===== src/rtl/sipo_deserializer.sv =====
// Serial-in/parallel-out deserializer: collects WIDTH bits MSB first and holds
// each completed word behind a valid/ready handshake with a sticky overrun flag.
module sipo_deserializer #(
  parameter int WIDTH = 4
) (
  input  logic                     clk,
  input  logic                     reset,
  input  logic                     shift,
  input  logic                     serial_in,
  input  logic                     clear,
  input  logic                     out_ready,
  output logic [WIDTH-1:0]         parallel_out,
  output logic                     out_valid,
  output logic                     overrun,
  output logic [$clog2(WIDTH)-1:0] bit_count
);

  localparam int CW = $clog2(WIDTH);
  localparam logic [CW-1:0] LAST_BIT = CW'(WIDTH - 1);

  localparam logic S_EMPTY = 1'b0;
  localparam logic S_FULL  = 1'b1;

  logic [WIDTH-1:0] sr_q, sr_d;
  logic [WIDTH-1:0] word_q, word_d;
  logic [CW-1:0]    count_q, count_d;
  logic             state_q, state_d;
  logic             overrun_q, overrun_d;

  logic [WIDTH-1:0] shifted;
  logic             complete;
  logic             consume;

  assign shifted  = {sr_q[WIDTH-2:0], serial_in};
  assign complete = shift && (count_q == LAST_BIT);
  // out_ready only matters while a word is actually held.
  assign consume  = (state_q == S_FULL) && out_ready;

  // NOTE: every next-state variable gets a default first so no path leaves it
  // unassigned; that is what keeps this block from inferring latches.
  always_comb begin
    sr_d      = sr_q;
    word_d    = word_q;
    count_d   = count_q;
    state_d   = state_q;
    overrun_d = overrun_q;

    if (clear) begin
      sr_d      = '0;
      count_d   = '0;
      state_d   = S_EMPTY;
      overrun_d = 1'b0;
    end else begin
      if (shift) begin
        sr_d = shifted;
        if (complete) begin
          count_d = '0;
          word_d  = shifted;
        end else begin
          count_d = count_q + CW'(1);
        end
      end

      if (complete) begin
        state_d = S_FULL;
        // A held word lost without being consumed; a same-edge consume is safe.
        if ((state_q == S_FULL) && !out_ready) begin
          overrun_d = 1'b1;
        end
      end else if (consume) begin
        state_d = S_EMPTY;
      end
    end
  end

  // NOTE: state registers use non-blocking assignments so every flop samples
  // the pre-edge values computed above, independent of statement order.
  always_ff @(posedge clk or negedge reset) begin
    if (!reset) begin
      sr_q      <= '0;
      word_q    <= '0;
      count_q   <= '0;
      state_q   <= S_EMPTY;
      overrun_q <= 1'b0;
    end else begin
      sr_q      <= sr_d;
      word_q    <= word_d;
      count_q   <= count_d;
      state_q   <= state_d;
      overrun_q <= overrun_d;
    end
  end

  assign parallel_out = word_q;
  assign out_valid    = (state_q == S_FULL);
  assign overrun      = overrun_q;
  assign bit_count    = count_q;

endmodule


===== config.mk =====
export PLATFORM = sky130hd
export DESIGN_NAME = sipo_deserializer
export DESIGN_NICKNAME = d
export VERILOG_FILES = /design/src/rtl/sipo_deserializer.sv
export SDC_FILE = /design/constraint.sdc
export NUM_CORES = 1
export LEC_CHECK = 0
export CORE_AREA = 2 2 39 41
export DETAILED_ROUTE_END_ITERATION = 8
export DIE_AREA = 0 0 41 43
export PLACE_DENSITY = 0.67
export SYNTH_ARGS = -nofsm -noshare
export SYNTH_HDL_FRONTEND = slang
export SYNTH_SLANG_ARGS = --single-unit

===== constraint.sdc =====
create_clock -name clk -period 1.1 [get_ports clk]
set_input_delay 0.22 -clock clk [delete_from_list [all_inputs] [get_ports clk]]
set_output_delay 0.22 -clock clk [all_outputs]
set_load 0.02 [all_outputs]

==> run summary <==
The wire length reported by the detailed router is 935 um. The worst setup path is captured at a register. Of the total synthesized cell area, the portion taken by XOR and XNOR cells is 0%.

By area, the combinational part of the netlist is dominated by simple AND/OR/NAND/NOR gates. Once placement finished, the instance area stood at 683 sq um. The insertion delay to the later sink of the worst-skew pair was 0.26 ns; the peak clock frequency supported by timing was 863 MHz. The number of nets handed over by synthesis was 44. The synthesized netlist devotes 2.54% of its cell area to adder and majority cells. The average instance in the mapped netlist occupies 13.3 sq um.

The number of pins exceeding their max-slew limit in the final report came out at 0. For the final database, setup skew stands at 0.000804 ns. The logs give -0.0590 ns for the final critical-path setup slack and 1.29 ns for the required arrival time at the worst endpoint.

Setup repair after global routing could not meet its margin everywhere. Grouping stages by cell kind, the critical path spends the most delay in flip-flops. The count of unresolved DRC violations after routing was 0.

Critical path start-end classification: reg2reg. Number of buffer and inverter stages on the critical path: 0. The detail route stage leaves a number of antenna-violating nets equal to 0. The worst hold path belongs to the class in2async. Clock-pin slew on the worst setup and hold paths: 0.06 ns. The clock period minus final worst setup slack was 1.16 ns; the all-layer global routing usage was 13.9%. The per-cell routed wire length works out to 12.6 um. For this configuration, the core starts out at a cell density of 35.5%.

Compared with the post-synthesis result, the final layout area differs by 41.0%. Counting the buffers created by CTS gives 3. TritonCTS built the clock tree.

Measured against the total synthesized area, the mux share comes to 15.3%. The die covers 1760 sq um. The initial detailed-routing violation count came out at 10. The number of hold violations in the final report is 0. Once detailed placement completed, the half-perimeter wirelength came to 645 um. The synthesized design contains 11 register bits. The worst setup path is launched from a register. The logs give 12 for the pin count of the biggest net entering global routing and 0.669 for the routability congestion estimate from global placement.

Compound-gate portion of the synthesized area: 4.83%. The fraction of the mapped netlist area in simple logic gates was 16.0%. The placeable core area is 1380 sq um, and the peak supply drop is 0.000699 V. Sorting the synthesized cells by area gives the leading types as dfrtp_1, mux2_2, mux2i_1. The synthesized design devotes to its leading area cell type 56.0% of total area.

Measured against its own limit, the worst slew margin works out to 84.9%. The depth of the most critical reg-to-reg path came out at 3. The run gives 0.373 nW as the leakage power figure. The post-route netlist has 44.8% of its cells at a drive strength greater than 1.

In this run the power density over the cells is 1200 nW/um^2. The die extent in x is 41 um. 14 I/O pins were placed.

The finished cells cover 693 sq um. The cell type with the largest total area after synthesis is dfrtp_1. At the pin with the least slew margin, the transition time is 0.226 ns.

The via count normalized by instance count is 4.65, and the CTS sink count is 11. Summing every instance area after synthesis gives 492 sq um. The biggest cell delay along the critical path is 0.43 ns.

The flow ran to the end, but the final reports show violations. Timing analysis after detailed placement gives a worst setup slack of -0.254 ns. The first global-routing pass estimated 1620 um of wire.

Max-cap violations in this run came to 0. The count of H-tree levels built during CTS is 1, and the final critical-path share of the clock period is 105%. The final reports fail on setup timing. The end of the worst register-to-register path is bit_count[0]$_DFFE_PN0P_. The critical path's slowest cell is dfrtp_2. Setup violations remaining at the end of the flow were counted as 5. The setup check on the worst reg-to-reg path leaves a slack of -0.06 ns. The part of the Yosys area used for sequential elements is 56.0%.

The library cell used as clock root buffer was clkbuf_4. The data arrival at the endpoint of the critical path was 1.35 ns; the first-pass iteration count of the detailed router was 2. The number of antenna diodes in the final layout is 0. The logs give 0 for the count of warnings emitted by yosys and 0.000831 W for the total power after layout. The startpoint of the lowest-slack register-to-register path is bit_count[1]$_DFFE_PN0P_. The number of buffers between clock root and the deepest sink is 2. The cell count after synthesis was 37. The post-layout utilization of the core is 50.1%, and the cell row count is 14.

The tools report the aggregate global routing overflow as 0. The initial antenna violation count is 0, and the number of setup buffers added after CTS is 0. The run gives 344 as the via total after detailed routing. Counting distinct cell types in the post-synthesis netlist gives 15.

After clock tree synthesis, the flow added hold-fix buffers numbering 0. The number of global-route vias before repair was 364; the final net count was 66. The largest driver fanout on the critical path was 3; the count of port buffers added during placement was 13. Traced cell by cell, the critical path runs through ha_4 > or3b_1 > a21oi_2.

From bottom edge to top edge, the die measures 43 um.
==> worst max path at each step <==
stage / cells past startpoint / start / endpoint
CTS: 3 / bit_count[0]$_DFFE_PN0P_ / bit_count[0]$_DFFE_PN0P_
global route: 3 / bit_count[0]$_DFFE_PN0P_ / bit_count[0]$_DFFE_PN0P_
finish: 3 / bit_count[1]$_DFFE_PN0P_ / bit_count[0]$_DFFE_PN0P_
global placement: 3 / shift / bit_count[0]$_DFFE_PN0P_
floorplan: 3 / bit_count[0]$_DFFE_PN0P_ / bit_count[0]$_DFFE_PN0P_
detailed placement: 3 / shift / bit_count[0]$_DFFE_PN0P_
==> where the power goes <==
group          switching [W]  internal, W  total, W
Clock               0.000123     0.000140  0.000263
Combinational      0.0000607    0.0000697  0.000130
Sequential         0.0000142     0.000423  0.000437
Total               0.000198     0.000633  0.000831
==> placed cells by master, fill, tap and decap left out, drive strengths merged <==
cell	Yosys	routed
buf	2	14
dfrtp	11	11
mux2	4	4
clkdlybuf4s50	0	4
a21oi	4	4
clkbuf	0	4
nand2b	3	3
mux2i	3	3
nor2	3	3
nand3b	2	2
nand2	1	1
inv	1	1
nand4b	1	1
or3b	1	1
ha	1	1
dlymetal6s2s	0	1
==> stage by stage <==
step / hold WS (ns) / cells / setup TNS, ns
floorplan: -0.0756 / 37 / -0.385
global placement: 0.499 / 70 / -2.89
detailed placement: 0.500 / 70 / -2.96
CTS: 0.251 / 74 / -0.287
global route: 0.261 / 74 / -0.526
finish: 0.255 / 74 / -0.246
==> final cells by class <==
| type | count | area [sq um] |
|---|---|---|
| Fill cell | 124 | 691 |
| Inverter | 1 | 3.75 |
| Tap cell | 16 | 20.0 |
| Sequential cell | 11 | 278 |
| Clock buffer | 4 | 26.3 |
| Multi-Input combinational cell | 23 | 218 |
| Timing Repair Buffer | 19 | 148 |
==> cell families after synthesis <==
family                     Yosys count
buffers and inverters                3
adders and majority gates            1
and+or+nand+nor                     11
DFF                                 11
AOI/OAI and AO/OA                    4
muxes                                7
==> sequential cells by signal, summed over array words and instances (netlist names) <==
| signal | cells |
|---|---|
| parallel_out | 4 |
| sr_q | 3 |
| bit_count | 2 |
| out_valid | 1 |
| overrun | 1 |
==> cell usage after synthesis, drive strengths merged <==
master / count
a21oi: 4
buf: 2
dfrtp: 11
ha: 1
inv: 1
mux2: 4
mux2i: 3
nand2: 1
nand2b: 3
nand3b: 2
nand4b: 1
nor2: 3
or3b: 1
==> worst register-to-register path, cell delays in order (launching register included) <==
cell     delay, ns
dfrtp_2       0.43
ha_4          0.19
or3b_1        0.36
a21oi_2       0.11
==> timing repair <==
action,CTS,global route
endpoints found under the setup margin,14,12
gates cloned,0,0
gates resized for setup,36,3
pin swaps,2,1
==> routing by layer <==
metal / routed length (um) / vias to the layer above / track usage (%)
met5: 0 / - / 0
met4: 0 / 0 / 6.00
met3: 55 / 0 / 4.71
met2: 467 / 9 / 19.1
met1: 412 / 163 / 19.5
li1: - / 172 / -
(Power assumes the default switching activity.)
